## config.mk

```make
export PLATFORM = sky130hd
export DESIGN_NAME = seq_wave_cmd_scheduler_flat
export DESIGN_NICKNAME = d
export VERILOG_FILES = /design/src/rtl/seq_wave_cmd_scheduler_if.sv /design/src/rtl/seq_wave_cmd_scheduler.sv /design/src/flat_wrapper.sv
export SDC_FILE = /design/constraint.sdc
export NUM_CORES = 1
export LEC_CHECK = 0
export ABC_AREA = 1
export BUFFER_PORTS_ARGS = -buffer_cell sky130_fd_sc_hd__buf_2
export CORE_ASPECT_RATIO = 1.5
export CORE_MARGIN = 2
export CORE_UTILIZATION = 55
export CTS_BUF_LIST = sky130_fd_sc_hd__clkbuf_16
export CTS_CLUSTER_DIAMETER = 80
export CTS_CLUSTER_SIZE = 8
export DETAILED_ROUTE_END_ITERATION = 6
export PLACE_DENSITY = 0.78
export SYNTH_ARGS = -nofsm -noshare
export SYNTH_HDL_FRONTEND = slang
export SYNTH_SLANG_ARGS = --single-unit
```

## constraint.sdc

```tcl
create_clock -name iCLK -period 11.15 [get_ports iCLK]
set_clock_uncertainty 0.1 [all_clocks]
set_input_delay 1.6725 -clock iCLK [delete_from_list [all_inputs] [get_ports iCLK]]
set_output_delay 1.6725 -clock iCLK [all_outputs]
set_load 0.005 [all_outputs]
```

## src/rtl/seq_wave_cmd_scheduler_if.sv

```systemverilog
// Host-command and generator-control bundle for seq_wave_cmd_scheduler.
// Latency: none (wires only).
// Backpressure: iCMD_VALID/oCMD_READY handshake on the host side; the generator side has no backpressure.
// Ports: host command (valid/ready/op/channel/time/val), generator status
// (armed/run), error clear, generator control outputs, busy/error/count.
// slave = scheduler view, master = host+generator view.
interface seq_wave_cmd_scheduler_if #(
   parameter int BIT_NUM = 48
);
   logic               iCMD_VALID;
   logic               oCMD_READY;
   logic [2:0]         iCMD_OP;
   logic [7:0]         iCMD_CHANNEL;
   logic [BIT_NUM-1:0] iCMD_TIME;
   logic               iCMD_VAL;
   logic               iGEN_ARMED;
   logic               iGEN_RUN;
   logic               iERR_CLR;
   logic [7:0]         oCTRL_MODE;
   logic               oFLAG_TIME_READY;
   logic               oFLAG_CH_VAL_READY;
   logic [7:0]         oDATA_CHANNEL;
   logic [BIT_NUM-1:0] oDATA_TIME;
   logic               oDATA_CH_VAL;
   logic               oBUSY;
   logic               oERR;
   logic [15:0]        oCMD_COUNT;

   modport slave (
      input  iCMD_VALID, iCMD_OP, iCMD_CHANNEL, iCMD_TIME, iCMD_VAL,
      input  iGEN_ARMED, iGEN_RUN, iERR_CLR,
      output oCMD_READY, oCTRL_MODE, oFLAG_TIME_READY, oFLAG_CH_VAL_READY,
      output oDATA_CHANNEL, oDATA_TIME, oDATA_CH_VAL, oBUSY, oERR, oCMD_COUNT
   );

   modport master (
      output iCMD_VALID, iCMD_OP, iCMD_CHANNEL, iCMD_TIME, iCMD_VAL,
      output iGEN_ARMED, iGEN_RUN, iERR_CLR,
      input  oCMD_READY, oCTRL_MODE, oFLAG_TIME_READY, oFLAG_CH_VAL_READY,
      input  oDATA_CHANNEL, oDATA_TIME, oDATA_CH_VAL, oBUSY, oERR, oCMD_COUNT
   );
endinterface

```

## src/rtl/seq_wave_cmd_scheduler.sv

```systemverilog
// Command scheduler: queues host commands and sequences the wave generator's mode/strobe/data controls.
// Latency: a command pushed into an idle, empty queue shows its mode two cycles later.
// Backpressure: oCMD_READY drops while the 2^FIFO_AW-deep queue is full; the head stalls while the generator is armed/running.
// Ports: iCLK/iNRST (sync active-low) plain; everything else through seq_wave_cmd_scheduler_if.slave.
// Optional macro SEQ_SCHED_CMD_COUNT_EN: enables the 16-bit executed-command counter on oCMD_COUNT.

// Small generic FIFO: push ignored when full, pop ignored when empty.
module seq_wave_cmd_fifo #(
   parameter int W  = 8,
   parameter int AW = 3
) (
   input  logic         clk_i,
   input  logic         nrst_i,
   input  logic         push_vld_i,
   input  logic [W-1:0] push_dat_i,
   output logic         push_rdy_o,
   input  logic         pop_i,
   output logic         head_vld_o,
   output logic [W-1:0] head_dat_o
);
   localparam int            DEPTH    = 1 << AW;
   localparam logic [AW:0]   FULL_CNT = (AW+1)'(DEPTH);

   logic [W-1:0]  mem_q [DEPTH];
   logic [AW-1:0] wr_ptr_q, wr_ptr_d;
   logic [AW-1:0] rd_ptr_q, rd_ptr_d;
   logic [AW:0]   cnt_q, cnt_d;
   logic          do_push, do_pop;

   assign push_rdy_o = (cnt_q != FULL_CNT);
   assign head_vld_o = (cnt_q != '0);
   assign head_dat_o = mem_q[rd_ptr_q];
   assign do_push    = push_vld_i && push_rdy_o;
   assign do_pop     = pop_i && head_vld_o;

   always_comb begin
      wr_ptr_d = do_push ? wr_ptr_q + AW'(1) : wr_ptr_q;
      rd_ptr_d = do_pop  ? rd_ptr_q + AW'(1) : rd_ptr_q;
      cnt_d    = cnt_q;
      if (do_push && !do_pop)      cnt_d = cnt_q + (AW+1)'(1);
      else if (!do_push && do_pop) cnt_d = cnt_q - (AW+1)'(1);
   end

   always_ff @(posedge clk_i) begin
      if (!nrst_i) begin
         wr_ptr_q <= '0;
         rd_ptr_q <= '0;
         cnt_q    <= '0;
      end else begin
         wr_ptr_q <= wr_ptr_d;
         rd_ptr_q <= rd_ptr_d;
         cnt_q    <= cnt_d;
      end
   end

   // Storage needs no reset: entries are only read once counted valid.
   always_ff @(posedge clk_i) begin
      if (do_push) mem_q[wr_ptr_q] <= push_dat_i;
   end
endmodule

module seq_wave_cmd_scheduler #(
   parameter int         BIT_NUM         = 48,
   parameter int         FIFO_AW         = 3,
   parameter int         STROBE_LEN      = 4,
   parameter int         ARM_TIMEOUT     = 1023,
   parameter logic [7:0] MODE_IDLE       = 8'h00,
   parameter logic [7:0] MODE_ARM        = 8'h01,
   parameter logic [7:0] MODE_SET_PERIOD = 8'h02,
   parameter logic [7:0] MODE_LOAD       = 8'h03,
   parameter logic [7:0] MODE_STOP       = 8'h04
) (
   input  logic                    iCLK,
   input  logic                    iNRST,
   seq_wave_cmd_scheduler_if.slave bus
);
   localparam logic [2:0] OP_NOP        = 3'd0;
   localparam logic [2:0] OP_SET_PERIOD = 3'd1;
   localparam logic [2:0] OP_LOAD_EDGE  = 3'd2;
   localparam logic [2:0] OP_ARM        = 3'd3;
   localparam logic [2:0] OP_STOP       = 3'd4;

   // One counter serves both strobe phases and the arm timeout.
   localparam int               CNT_W      = 16;
   localparam logic [CNT_W-1:0] PHASE_LAST = CNT_W'(STROBE_LEN - 1);
   localparam logic [CNT_W-1:0] ARM_LAST   = CNT_W'(ARM_TIMEOUT - 1);

   typedef struct packed {
      logic [2:0]         op;
      logic [7:0]         channel;
      logic [BIT_NUM-1:0] tm;
      logic               val;
   } cmd_t;

   typedef enum logic [2:0] {
      S_IDLE, S_SETUP, S_T_HI, S_T_LO, S_V_HI, S_V_LO, S_ARM_WAIT, S_GAP
   } state_t;

   cmd_t             push_cmd, head_cmd;
   logic             head_vld, pop, load, err_set, phase_end;
   state_t           state_q, state_d;
   logic [CNT_W-1:0] cnt_q, cnt_d;
   logic [2:0]       op_q, op_d;

   logic [7:0]         mode_q, mode_d;
   logic               tflag_q, tflag_d;
   logic               vflag_q, vflag_d;
   logic [7:0]         dch_q, dch_d;
   logic [BIT_NUM-1:0] dtime_q, dtime_d;
   logic               dval_q, dval_d;
   logic               err_q, err_d;

   assign push_cmd = '{op: bus.iCMD_OP, channel: bus.iCMD_CHANNEL, tm: bus.iCMD_TIME, val: bus.iCMD_VAL};

   seq_wave_cmd_fifo #(.W($bits(cmd_t)), .AW(FIFO_AW)) u_fifo (
      .clk_i      (iCLK),
      .nrst_i     (iNRST),
      .push_vld_i (bus.iCMD_VALID),
      .push_dat_i (push_cmd),
      .push_rdy_o (bus.oCMD_READY),
      .pop_i      (pop),
      .head_vld_o (head_vld),
      .head_dat_o (head_cmd)
   );

   // State register
   always_ff @(posedge iCLK) begin
      if (!iNRST) begin
         state_q <= S_IDLE;
         cnt_q   <= '0;
         op_q    <= OP_NOP;
      end else begin
         state_q <= state_d;
         cnt_q   <= cnt_d;
         op_q    <= op_d;
      end
   end

   // Next state. The head stays in the queue until GAP ends, so the queue
   // keeps reporting busy and a full queue stays full for the whole command.
   always_comb begin
      state_d   = state_q;
      cnt_d     = cnt_q + CNT_W'(1);
      op_d      = op_q;
      pop       = 1'b0;
      load      = 1'b0;
      err_set   = 1'b0;
      phase_end = (cnt_q == PHASE_LAST);
      case (state_q)
         S_IDLE: begin
            cnt_d = '0;
            if (head_vld) begin
               case (head_cmd.op)
                  OP_NOP: pop = 1'b1;
                  OP_SET_PERIOD, OP_LOAD_EDGE: begin
                     // Loading while armed/running would corrupt the sequence.
                     if (!bus.iGEN_ARMED && !bus.iGEN_RUN) load = 1'b1;
                  end
                  OP_ARM: begin
                     if (!bus.iGEN_RUN) begin
                        if (bus.iGEN_ARMED) pop  = 1'b1;
                        else                load = 1'b1;
                     end
                  end
                  OP_STOP: load = 1'b1;
                  default: begin
                     pop     = 1'b1;
                     err_set = 1'b1;
                  end
               endcase
               if (load) begin
                  state_d = S_SETUP;
                  op_d    = head_cmd.op;
               end
            end
         end
         S_SETUP: begin
            cnt_d = '0;
            if (op_q == OP_ARM)       state_d = S_ARM_WAIT;
            else if (op_q == OP_STOP) state_d = S_GAP;
            else                      state_d = S_T_HI;
         end
         S_T_HI: if (phase_end) begin
            cnt_d   = '0;
            state_d = S_T_LO;
         end
         S_T_LO: if (phase_end) begin
            cnt_d   = '0;
            state_d = (op_q == OP_LOAD_EDGE) ? S_V_HI : S_GAP;
         end
         S_V_HI: if (phase_end) begin
            cnt_d   = '0;
            state_d = S_V_LO;
         end
         S_V_LO: if (phase_end) begin
            cnt_d   = '0;
            state_d = S_GAP;
         end
         S_ARM_WAIT: begin
            if (bus.iGEN_ARMED) begin
               cnt_d   = '0;
               state_d = S_GAP;
            end else if (cnt_q == ARM_LAST) begin
               cnt_d   = '0;
               err_set = 1'b1;
               state_d = S_GAP;
            end
         end
         S_GAP: if (phase_end) begin
            pop     = 1'b1;
            state_d = S_IDLE;
         end
         default: state_d = S_IDLE;
      endcase
   end

   // Outputs: decoded from the current state and registered, so they trail
   // the state by one cycle while the data buses settle a cycle earlier.
   always_comb begin
      mode_d  = MODE_IDLE;
      tflag_d = (state_q == S_T_HI);
      vflag_d = (state_q == S_V_HI);
      if (state_q != S_IDLE && state_q != S_GAP) begin
         case (op_q)
            OP_SET_PERIOD: mode_d = MODE_SET_PERIOD;
            OP_LOAD_EDGE:  mode_d = MODE_LOAD;
            OP_ARM:        mode_d = MODE_ARM;
            OP_STOP:       mode_d = MODE_STOP;
            default:       mode_d = MODE_IDLE;
         endcase
      end
      dch_d   = load ? head_cmd.channel : dch_q;
      dtime_d = load ? head_cmd.tm      : dtime_q;
      dval_d  = load ? head_cmd.val     : dval_q;
      // A new error in the same cycle as a clear must survive.
      if (err_set)          err_d = 1'b1;
      else if (bus.iERR_CLR) err_d = 1'b0;
      else                  err_d = err_q;
   end

   always_ff @(posedge iCLK) begin
      if (!iNRST) begin
         mode_q  <= MODE_IDLE;
         tflag_q <= 1'b0;
         vflag_q <= 1'b0;
         dch_q   <= '0;
         dtime_q <= '0;
         dval_q  <= 1'b0;
         err_q   <= 1'b0;
      end else begin
         mode_q  <= mode_d;
         tflag_q <= tflag_d;
         vflag_q <= vflag_d;
         dch_q   <= dch_d;
         dtime_q <= dtime_d;
         dval_q  <= dval_d;
         err_q   <= err_d;
      end
   end

   assign bus.oCTRL_MODE         = mode_q;
   assign bus.oFLAG_TIME_READY   = tflag_q;
   assign bus.oFLAG_CH_VAL_READY = vflag_q;
   assign bus.oDATA_CHANNEL      = dch_q;
   assign bus.oDATA_TIME         = dtime_q;
   assign bus.oDATA_CH_VAL       = dval_q;
   assign bus.oERR               = err_q;
   assign bus.oBUSY              = (state_q != S_IDLE) || head_vld;

`ifdef SEQ_SCHED_CMD_COUNT_EN
   logic [15:0] cmd_count_q, cmd_count_d;

   // Counts every pop, NOP and illegal included; wraps naturally.
   assign cmd_count_d = pop ? cmd_count_q + 16'd1 : cmd_count_q;

   always_ff @(posedge iCLK) begin
      if (!iNRST) cmd_count_q <= '0;
      else        cmd_count_q <= cmd_count_d;
   end

   assign bus.oCMD_COUNT = cmd_count_q;
`else
   assign bus.oCMD_COUNT = 16'd0;
`endif
endmodule

```

## src/flat_wrapper.sv

```systemverilog
// flat-port wrapper written by rule: the top's interface ports become plain ports
module seq_wave_cmd_scheduler_flat 
#(
   parameter int         BIT_NUM         = 48,
   parameter int         FIFO_AW         = 3,
   parameter int         STROBE_LEN      = 4,
   parameter int         ARM_TIMEOUT     = 1023,
   parameter logic [7:0] MODE_IDLE       = 8'h00,
   parameter logic [7:0] MODE_ARM        = 8'h01,
   parameter logic [7:0] MODE_SET_PERIOD = 8'h02,
   parameter logic [7:0] MODE_LOAD       = 8'h03,
   parameter logic [7:0] MODE_STOP       = 8'h04
)
  (iCLK, iNRST, bus_iCMD_VALID, bus_iCMD_OP, bus_iCMD_CHANNEL, bus_iCMD_TIME, bus_iCMD_VAL, bus_iGEN_ARMED, bus_iGEN_RUN, bus_iERR_CLR, bus_oCMD_READY, bus_oCTRL_MODE, bus_oFLAG_TIME_READY, bus_oFLAG_CH_VAL_READY, bus_oDATA_CHANNEL, bus_oDATA_TIME, bus_oDATA_CH_VAL, bus_oBUSY, bus_oERR, bus_oCMD_COUNT);
  seq_wave_cmd_scheduler_if #(.BIT_NUM(BIT_NUM)) bus_i ();
  input  logic iCLK;
  input  logic iNRST;
  input wire logic [$bits(bus_i.iCMD_VALID)-1:0] bus_iCMD_VALID;
  input wire logic [$bits(bus_i.iCMD_OP)-1:0] bus_iCMD_OP;
  input wire logic [$bits(bus_i.iCMD_CHANNEL)-1:0] bus_iCMD_CHANNEL;
  input wire logic [$bits(bus_i.iCMD_TIME)-1:0] bus_iCMD_TIME;
  input wire logic [$bits(bus_i.iCMD_VAL)-1:0] bus_iCMD_VAL;
  input wire logic [$bits(bus_i.iGEN_ARMED)-1:0] bus_iGEN_ARMED;
  input wire logic [$bits(bus_i.iGEN_RUN)-1:0] bus_iGEN_RUN;
  input wire logic [$bits(bus_i.iERR_CLR)-1:0] bus_iERR_CLR;
  output wire logic [$bits(bus_i.oCMD_READY)-1:0] bus_oCMD_READY;
  output wire logic [$bits(bus_i.oCTRL_MODE)-1:0] bus_oCTRL_MODE;
  output wire logic [$bits(bus_i.oFLAG_TIME_READY)-1:0] bus_oFLAG_TIME_READY;
  output wire logic [$bits(bus_i.oFLAG_CH_VAL_READY)-1:0] bus_oFLAG_CH_VAL_READY;
  output wire logic [$bits(bus_i.oDATA_CHANNEL)-1:0] bus_oDATA_CHANNEL;
  output wire logic [$bits(bus_i.oDATA_TIME)-1:0] bus_oDATA_TIME;
  output wire logic [$bits(bus_i.oDATA_CH_VAL)-1:0] bus_oDATA_CH_VAL;
  output wire logic [$bits(bus_i.oBUSY)-1:0] bus_oBUSY;
  output wire logic [$bits(bus_i.oERR)-1:0] bus_oERR;
  output wire logic [$bits(bus_i.oCMD_COUNT)-1:0] bus_oCMD_COUNT;
  assign bus_i.iCMD_VALID = bus_iCMD_VALID;
  assign bus_i.iCMD_OP = bus_iCMD_OP;
  assign bus_i.iCMD_CHANNEL = bus_iCMD_CHANNEL;
  assign bus_i.iCMD_TIME = bus_iCMD_TIME;
  assign bus_i.iCMD_VAL = bus_iCMD_VAL;
  assign bus_i.iGEN_ARMED = bus_iGEN_ARMED;
  assign bus_i.iGEN_RUN = bus_iGEN_RUN;
  assign bus_i.iERR_CLR = bus_iERR_CLR;
  assign bus_oCMD_READY = bus_i.oCMD_READY;
  assign bus_oCTRL_MODE = bus_i.oCTRL_MODE;
  assign bus_oFLAG_TIME_READY = bus_i.oFLAG_TIME_READY;
  assign bus_oFLAG_CH_VAL_READY = bus_i.oFLAG_CH_VAL_READY;
  assign bus_oDATA_CHANNEL = bus_i.oDATA_CHANNEL;
  assign bus_oDATA_TIME = bus_i.oDATA_TIME;
  assign bus_oDATA_CH_VAL = bus_i.oDATA_CH_VAL;
  assign bus_oBUSY = bus_i.oBUSY;
  assign bus_oERR = bus_i.oERR;
  assign bus_oCMD_COUNT = bus_i.oCMD_COUNT;
  seq_wave_cmd_scheduler #(.BIT_NUM(BIT_NUM), .FIFO_AW(FIFO_AW), .STROBE_LEN(STROBE_LEN), .ARM_TIMEOUT(ARM_TIMEOUT), .MODE_IDLE(MODE_IDLE), .MODE_ARM(MODE_ARM), .MODE_SET_PERIOD(MODE_SET_PERIOD), .MODE_LOAD(MODE_LOAD), .MODE_STOP(MODE_STOP)) u_core (.iCLK(iCLK), .iNRST(iNRST), .bus(bus_i));
endmodule
```

==> metrics.cfg, run 1 <==
[critical_path]
critical_path_class = flip-flop to flip-flop
critical_path_arrival_ps = 6000
rrSetupSlack_ps = 5520
timing.rr.end = u_core.bus.oDATA_TIME[13]
reg2regPathDepth = 13
required_ps = 11520
critPathCaptureType = flip-flop
start_kind = flip-flop
worstSetupEndpoint = u_core.bus.oDATA_TIME[13]
cp_max_fo = 96

[die]
die_area_sq_mm = 0.0433
pin_count = 152
num_rows = 91
start_util_pct = 55.7
core_area_sq_mm = 0.0411
die_y_um = 254
die_w_um = 171

[pwr]
p_per_area_mw_per_mm2 = 235
p_seq_share_pct = 43.0
intPower_mw = 4.30
combPwrFrac_pct = 21.0
power_frac_clock_pct = 36.0
fin_total_pwr_mw = 6.17
switching_share_pct = 30.3
net-switching-power_mw = 1.87
p_leak_nw = 10.2
ir_worst_vdd_v = 0.000204

[drt]
drtIter0Drc = 1655
drc = 1
ant_nets = 0
avgRoutedWirePerCell_um = 18.7
finalWirelength_um = 52600
dr.pass1.iters = 7
vias_per_cell = 5.62
num_vias = 15800

[synth]
ys_async_sr_fraction_pct = 0
netlist_area_sq_mm = 0.0229
ys_ff_latch = 578
syn_area_per_cell_sq_um = 11.1
synth_edf_count = 480
ys.flop_type = edfxtp_1
yosys_warnings = 0
synthCells = 2068
yosysSeqAreaShare_pct = 71.5
yosysTopAreaCell = edfxtp_1
ys_types = 37
synth_top_area_share_pct = 62.9
synthTopCellsByArea = edfxtp_1 (63%), nand2_1 (9.9%), dfxtp_1 (8.6%)

[placement]
place.gp.congestion = 0.872
dpl.cell_count = 2658
dp_hpwl_um = 26100
io_buffers = 130
place_area_sq_mm = 0.0239

[global_route]
grt_pass1_vias = 15700
grt_overflow = 0
grt_first_pass_wirelength_um = 81200
grt.total_usage_pct = 24.3
antenna_found_initial = 14
grt_start_max_net_pins = 153

[cells_and_area]
area_delta_synth_final_pct = 14.8
nNetsFinal = 2258
drive_above_1_share_pct = 11.3
fin_cells = 2813
finish.instance_area_sq_mm = 0.0263

[cts]
path_clk_slew_ps = 50
cts_made_buffers = 82
cts-hold-fix-buffers = 0
clockBufferDepth = 3
htree_levels = 3
cts-root-buf = clkbuf_16
cts.repair.resized = 0
cts_tree = built
clock-sinks = 578
clock_latency_ps = 590
cts_setup_buffers = 0

[timing]
rsz0062_at_grt = false
fmax_mhz = 178
maxSlewViolCount = 0
whs_ps = 364
period_needed_ps = 5630
slew_headroom_pct = 21.5
tightest_slew_ps = 1180
setup_viol = 0
hold_viol_final = 0
final.setup.tns_ps = 0
period_share_pct = 50.5

[status]
status = complete, but fails checks
violations = design-rule violations

[worst_hold_path]
hold_class = flip-flop to flip-flop

[flow_run]
maxCapViolations = 0

## final cells by class
| cell class | instances | area (sq um) |
|---|---|---|
| repair buffers | 146 | 771 |
| inverters | 67 | 260 |
| diodes | 8 | 20.0 |
| clock inverters | 61 | 244 |
| fillers | 2938 | 14800 |
| clock buffers | 86 | 2150 |
| multi-input cells | 1309 | 5770 |
| well taps | 558 | 698 |
| flip-flops and latches | 578 | 16400 |
## state kept, by name, indices dropped and copies added, names as in the netlist, 4 cells and up, named ones only
| register | flops |
|---|---|
| u_core.bus.oDATA_TIME | 48 |
| u_core.cnt_q | 16 |
| u_core.bus.oDATA_CHANNEL | 8 |
| u_core.u_fifo.mem_q | 480 |
| u_core.u_fifo.cnt_q | 4 |
## cells in the final DEF, fill, tap and decap left out, types with 16 or more instances in the layout
master,n
buf_4,16
edfxtp_1,480
nand3_1,379
dfxtp_1,95
conb_1,21
o21ai_0,70
inv_1,120
nand2_1,605
nor2_1,157
clkbuf_16,86
buf_2,130
a21oi_1,22
## metal layers
layer / vias to the layer above / wire (um) / GRT usage [%]
li1: 7314 / - / -
met1: 7549 / 19700 / 28.8
met2: 782 / 26900 / 41.3
met3: 144 / 4190 / 5.30
met4: 14 / 1750 / 13.0
met5: - / 84 / 0
## Yosys cell counts, types with 7 or more instances
cell and number:
nand3_1 379, buf_2 16, o21ai_0 70, ha_1 7
inv_1 63, clkbuf_1 71, nand2_1 605, nor3_1 13
buf_1 20, nor2_1 165, dfxtp_1 98, buf_4 22
a21oi_1 22, edfxtp_1 480
## cell families after synthesis
kind of cell	count (synthesis)	share of synthesized area [%]
and+or+nand+nor	1175	21.6
DFF	578	71.5
buffers and inverters	201	3.94
AOI/OAI and AO/OA	98	2.25
adders and majority gates	8	0.470
xor gates and xnor gates	7	0.268
other	1	0.0164
## worst max-delay path, cell delays in order (launching register included)
cell	delay (ps)
dfxtp_4	860
buf_4	750
buf_4	860
nand2_1	130
nand3_1	140
nand3_1	80
nand2_1	140
nand2_2	90
nand2_2	80
o21ai_4	60
nand2_4	600
clkinv_2	1050
nor2_1	410
nor2_1	100
## worst min path at each step
| stage | from | to | slack, ps | cells after the start |
|---|---|---|---|---|
| floorplan | u_core.cnt_q[0] | u_core.cnt_q[0] | 330 | 1 |
| global placement | u_core.cnt_q[0] | u_core.cnt_q[0] | 340 | 1 |
| detailed placement | u_core.cnt_q[0] | u_core.cnt_q[0] | 350 | 1 |
| CTS | u_core.cnt_q[0] | u_core.cnt_q[0] | 360 | 1 |
| global route | u_core.cnt_q[0] | u_core.cnt_q[0] | 380 | 1 |
| finish | u_core.cnt_q[0] | u_core.cnt_q[0] | 360 | 1 |
## power by group through the flow
| stage | Combinational [mW] | Clock (mW) | Sequential, mW |
|---|---|---|---|
| 2_1_floorplan | 0.955 | 0 | 2.64 |
| 3_3_place_gp | 1.21 | 0 | 2.68 |
| 3_5_place_dp | 1.27 | 0 | 2.69 |
| 4_1_cts | 1.29 | 2.23 | 2.65 |
| 5_1_grt | 1.47 | 2.34 | 2.67 |
| 6_report | 1.30 | 2.22 | 2.65 |
## stage by stage
step           setup WS [ps]  utilization (%)
2_1_floorplan           6070                -
3_3_place_gp            5830             58.1
3_5_place_dp            5570             58.1
4_1_cts                 5490             63.9
5_1_grt                 5050             64.0
6_report                5520             64.0
Power figures use the tool's default switching activity.
==> inputs of run 2 (changes only) <==
Clock period 11.15 ns to 5.9 ns, I/O delays scaled along.
==> metrics.cfg, run 2 (synthesis results as in run 1) <==
[global_route]
grt_start_max_net_pins = 121
grt_pass1_vias = 15700
grt_first_pass_wirelength_um = 81300
antenna_found_initial = 7
grt_overflow = 0
grt.total_usage_pct = 24.6

[timing]
period_needed_ps = 4400
fin_ws_ps = 1500
period_share_pct = 74.7
slew_headroom_pct = 15.3
setup_viol = 0
maxSlewViolCount = 0
rsz0062_at_grt = false
fmax_mhz = 227
tightest_slew_ps = 1270
hold_viol_final = 0
final.setup.tns_ps = 0

[critical_path]
critical_path_class = flip-flop to flip-flop
reg2regPathDepth = 21
slowest_stage = buf_4
critical_path_arrival_ps = 4800
path_depth = 21
crit_top_cell = nand2_1
required_ps = 6290
crit_family = simple AND/OR/NAND/NOR gates
slowest_delay_ps = 880
cp_max_fo = 97
start_kind = flip-flop
worstSetupEndpoint = u_core.u_fifo.cnt_q[3]
critical_path_buf_inv_count = 2
rrSetupSlack_ps = 1500
timing.rr.end = u_core.u_fifo.cnt_q[3]
crit_path_cell_trace = buf_4, nand2_1, nand3_1, nand3_1, nand2_1, nand3_1, nand2_1, nor2_1, nand2_1, nand2_1, nand2_1, ha_1, inv_1, ha_1, a21o_1, a21oi_1, nor2_1, nor2_1, nand2_1, o21ai_0, a21oi_1
critPathCaptureType = flip-flop

[cts]
cts_setup_buffers = 0
clock_latency_ps = 620
cts_tree = built
path_clk_slew_ps = 50
htree_levels = 3
clock-sinks = 578
cts_made_buffers = 82
cts-hold-fix-buffers = 0
cts-root-buf = clkbuf_16
clockBufferDepth = 3
cts.repair.resized = 0

[cells_and_area]
finish.instance_area_sq_mm = 0.0263
drive_above_1_share_pct = 11.4
area_delta_synth_final_pct = 14.9
largest_reg_flops = 480
fin_cells = 2815
final_common_cell = nand2_1
layout_common_cells = nand2_1 (605), edfxtp_1 (480), nand3_1 (379)
top_register = u_core.u_fifo.mem_q
nNetsFinal = 2260

[drt]
dr.pass1.iters = 6
vias_per_cell = 5.61
ant_nets = 0
drtIter0Drc = 1696
drc = 0
num_vias = 15800
avgRoutedWirePerCell_um = 18.9
finalWirelength_um = 53200

[worst_hold_path]
hold_class = flip-flop to flip-flop

[placement]
dpl.cell_count = 2660
place.gp.congestion = 0.862
place_area_sq_mm = 0.0239
io_buffers = 130
place_ws_ps = 1580
dp_hpwl_um = 27700

[die]
num_rows = 91
pin_count = 152
die_w_um = 171
start_util_pct = 55.7
die_y_um = 254
die_area_sq_mm = 0.0433
core_area_sq_mm = 0.0411

[flow_run]
maxCapViolations = 0

[pwr]
fin_total_pwr_mw = 11.7
p_per_area_mw_per_mm2 = 444
p_leak_nw = 10.2
ir_worst_vdd_v = 0.000337

[status]
status = complete, no violations

## run 2: cell count changes in the layout (fill, tap and decap cells not counted), sizes merged
cell	delta
clkbuf	-4
inv	+7
diode	-5
clkinv	+2
buf	+2
## run 2: power breakdown
part,total [mW],switching (mW),internal (mW)
clock,4.21,1.70,2.51
combinational,2.48,1.71,0.775
sequential,4.99,0.221,4.77
## run 2: cell type report
cell class	count	area (sq um)
Sequential cell	578	16400
Fill cell	2956	14800
Multi-Input combinational cell	1309	5770
Clock buffer	82	2050
Timing Repair Buffer	148	786
Tap cell	558	698
Clock inverter	70	358
Inverter	67	260
Antenna cell	3	7.51
## run 2: layer usage
metal / GRT usage, % / vias up / part of all wire [%]
li1: - / 7339 / -
met2: 43.3 / 712 / 52
met5: 0 / - / 0.075
met1: 29.1 / 7600 / 38
met4: 11.2 / 8 / 2.9
met3: 4.75 / 146 / 7.6
## run 2: worst min-delay path by stage
stage | to | cells past startpoint | start
detailed placement | u_core.cnt_q[0] | 1 | u_core.cnt_q[0]
finish | u_core.cnt_q[0] | 1 | u_core.cnt_q[0]
global placement | u_core.cnt_q[0] | 1 | u_core.cnt_q[0]
global route | u_core.bus.oDATA_CHANNEL[2] | 2 | u_core.bus.oDATA_CHANNEL[2]
floorplan | u_core.cnt_q[0] | 1 | u_core.cnt_q[0]
CTS | u_core.cnt_q[0] | 1 | u_core.cnt_q[0]
## run 2: stage by stage
stage | hold slack, ps | utilization, %
6_report | 370 | 64.0
5_1_grt | 400 | 64.0
4_1_cts | 364 | 64.0
3_5_place_dp | 352 | 58.1
3_3_place_gp | 342 | 58.1
2_1_floorplan | 330 | -
==> inputs of run 3 (changes only) <==
Clock period 5.9 ns to 4.5 ns, I/O delays scaled along.
==> metrics.cfg, run 3 (synthesis results as in run 1) <==
[timing]
period_needed_ps = 3800
tightest_slew_ps = 1280
whs_ps = 215
hold_viol_final = 0
fin_ws_ps = 704
final.setup.tns_ps = 0
slew_headroom_pct = 14.9
period_share_pct = 84.3
maxSlewViolCount = 0
setup_viol = 0
fmax_mhz = 263
rsz0062_at_grt = false

[drt]
avgRoutedWirePerCell_um = 18.8
num_vias = 15800
drtIter0Drc = 1464
ant_nets = 0
finalWirelength_um = 53100
vias_per_cell = 5.61
dr.pass1.iters = 7
drc = 0

[die]
num_rows = 91
die_w_um = 171
die_area_sq_mm = 0.0433
pin_count = 152
core_area_sq_mm = 0.0411
start_util_pct = 55.7
die_y_um = 254

[global_route]
grt_overflow = 0
grt_first_pass_wirelength_um = 81200
grt_start_max_net_pins = 117
grt_pass1_vias = 15500
antenna_found_initial = 12
grt.total_usage_pct = 24.6

[cts]
htree_levels = 3
path_clk_slew_ps = 50
cts-hold-fix-buffers = 0
clock-sinks = 578
clock_latency_ps = 620
cts_tree = built
cts.repair.resized = 0
clockBufferDepth = 3
cts-root-buf = clkbuf_16
cts_made_buffers = 82
cts_setup_buffers = 0

[pwr]
p_leak_nw = 10.2
ir_worst_vdd_v = 0.000350
p_per_area_mw_per_mm2 = 581

[cells_and_area]
layout_common_cells = nand2_1 (605), edfxtp_1 (480), nand3_1 (379)
final_common_cell = nand2_1
largest_reg_flops = 480
area_delta_synth_final_pct = 15.3
multiInputGateArea_sq_mm = 0.00577
seq_area_sq_mm = 0.0164
nFillCells = 2923
finish.utilization_pct = 64.3
drive_above_1_share_pct = 11.6
top_register = u_core.u_fifo.mem_q
fin_cells = 2821
nNetsFinal = 2264

[critical_path]
rrSetupSlack_ps = 700
timing.rr.end = u_core.u_fifo.cnt_q[3]
critPathCaptureType = flip-flop
required_ps = 4900
crit_path_cell_trace = buf_4, nand3_1, nand3_1, nand2_1, nand3_1, nand2_1, nor2_1, nand2_1, nand2_1, nand2_1, ha_1, inv_1, ha_1, a21o_1, a21oi_1, nor2_1, nor2_1, nand2_1, o21ai_0, a21oi_1
slowest_delay_ps = 640
critical_path_arrival_ps = 4200
reg2regPathDepth = 20
cp_max_fo = 61
slowest_stage = buf_4
critical_path_class = flip-flop to flip-flop
crit_top_cell = nand2_1
start_kind = flip-flop

[worst_hold_path]
worstHoldStart = bus_iCMD_TIME[4]
hold_class = input port to flip-flop
min_path_cells = 1
hold_end = u_core.u_fifo.mem_q[1][5]

[placement]
place_ws_ps = 772
io_buffers = 130
dpl.cell_count = 2664
dp_hpwl_um = 27000
place.gp.congestion = 0.839

[flow_run]
maxCapViolations = 0

[status]
status = complete, no violations

## run 3: cell count changes in the layout (fill, tap and decap cells not counted)
cell,before,now
clkinv_8,3,2
inv_16,1,2
inv_1,124,125
buf_12,0,5
diode_2,3,4
buf_4,18,17
## run 3: cell type report
class,instances,area share (%)
antenna,4,0.0379
clock buffer,82,7.77
clock inverter,71,1.38
inverter,67,0.985
multi-input combinational,1309,21.8
sequential,578,62.0
tap,558,2.64
timing repair buffer,152,3.33
## run 3: worst max-delay path by stage
stage	from	end	slack, ps	cells past startpoint
2_1_floorplan	bus_iCMD_VALID	u_core.u_fifo.mem_q[0][0]	410	4
3_3_place_gp	flip-flop	u_core.u_fifo.cnt_q[3]	950	20
3_5_place_dp	flip-flop	u_core.u_fifo.cnt_q[3]	770	20
4_1_cts	flip-flop	u_core.u_fifo.cnt_q[3]	740	20
5_1_grt	flip-flop	u_core.u_fifo.cnt_q[3]	450	20
6_report	flip-flop	u_core.u_fifo.cnt_q[3]	700	20
## run 3: metal layers
| metal | vias to the layer above | part of all wire [%] | GRT usage [%] |
|---|---|---|---|
| met5 | - | 0.14 | 0 |
| met4 | 14 | 3.1 | 12.3 |
| met3 | 126 | 8.6 | 5.09 |
| met2 | 757 | 51 | 42.2 |
| met1 | 7597 | 37 | 29.3 |
| li1 | 7339 | - | - |
## run 3: power by group
part	switching, mW	internal [mW]
combinational	2.28	1.04
sequential	0.234	6.26
clock	2.22	3.30
total	4.73	10.6
## run 3: per-stage QoR
stage	area [sq um]	power [mW]
finish	26400	15.3
global route	26400	16.1
CTS	26400	15.4
detailed placement	24000	9.87
global placement	24000	9.71
floorplan	23000	8.90
## run 3: worst max-delay path, delay by kind of cell (launching register included)
family / cells / cell delay [ps]
AND/OR/NAND/NOR: 12 / 1290
buffers and inverters: 2 / 770
AO/OA/AOI/OAI: 4 / 610
adder cells (fa/ha/maj): 2 / 500
flip-flops: 1 / 410
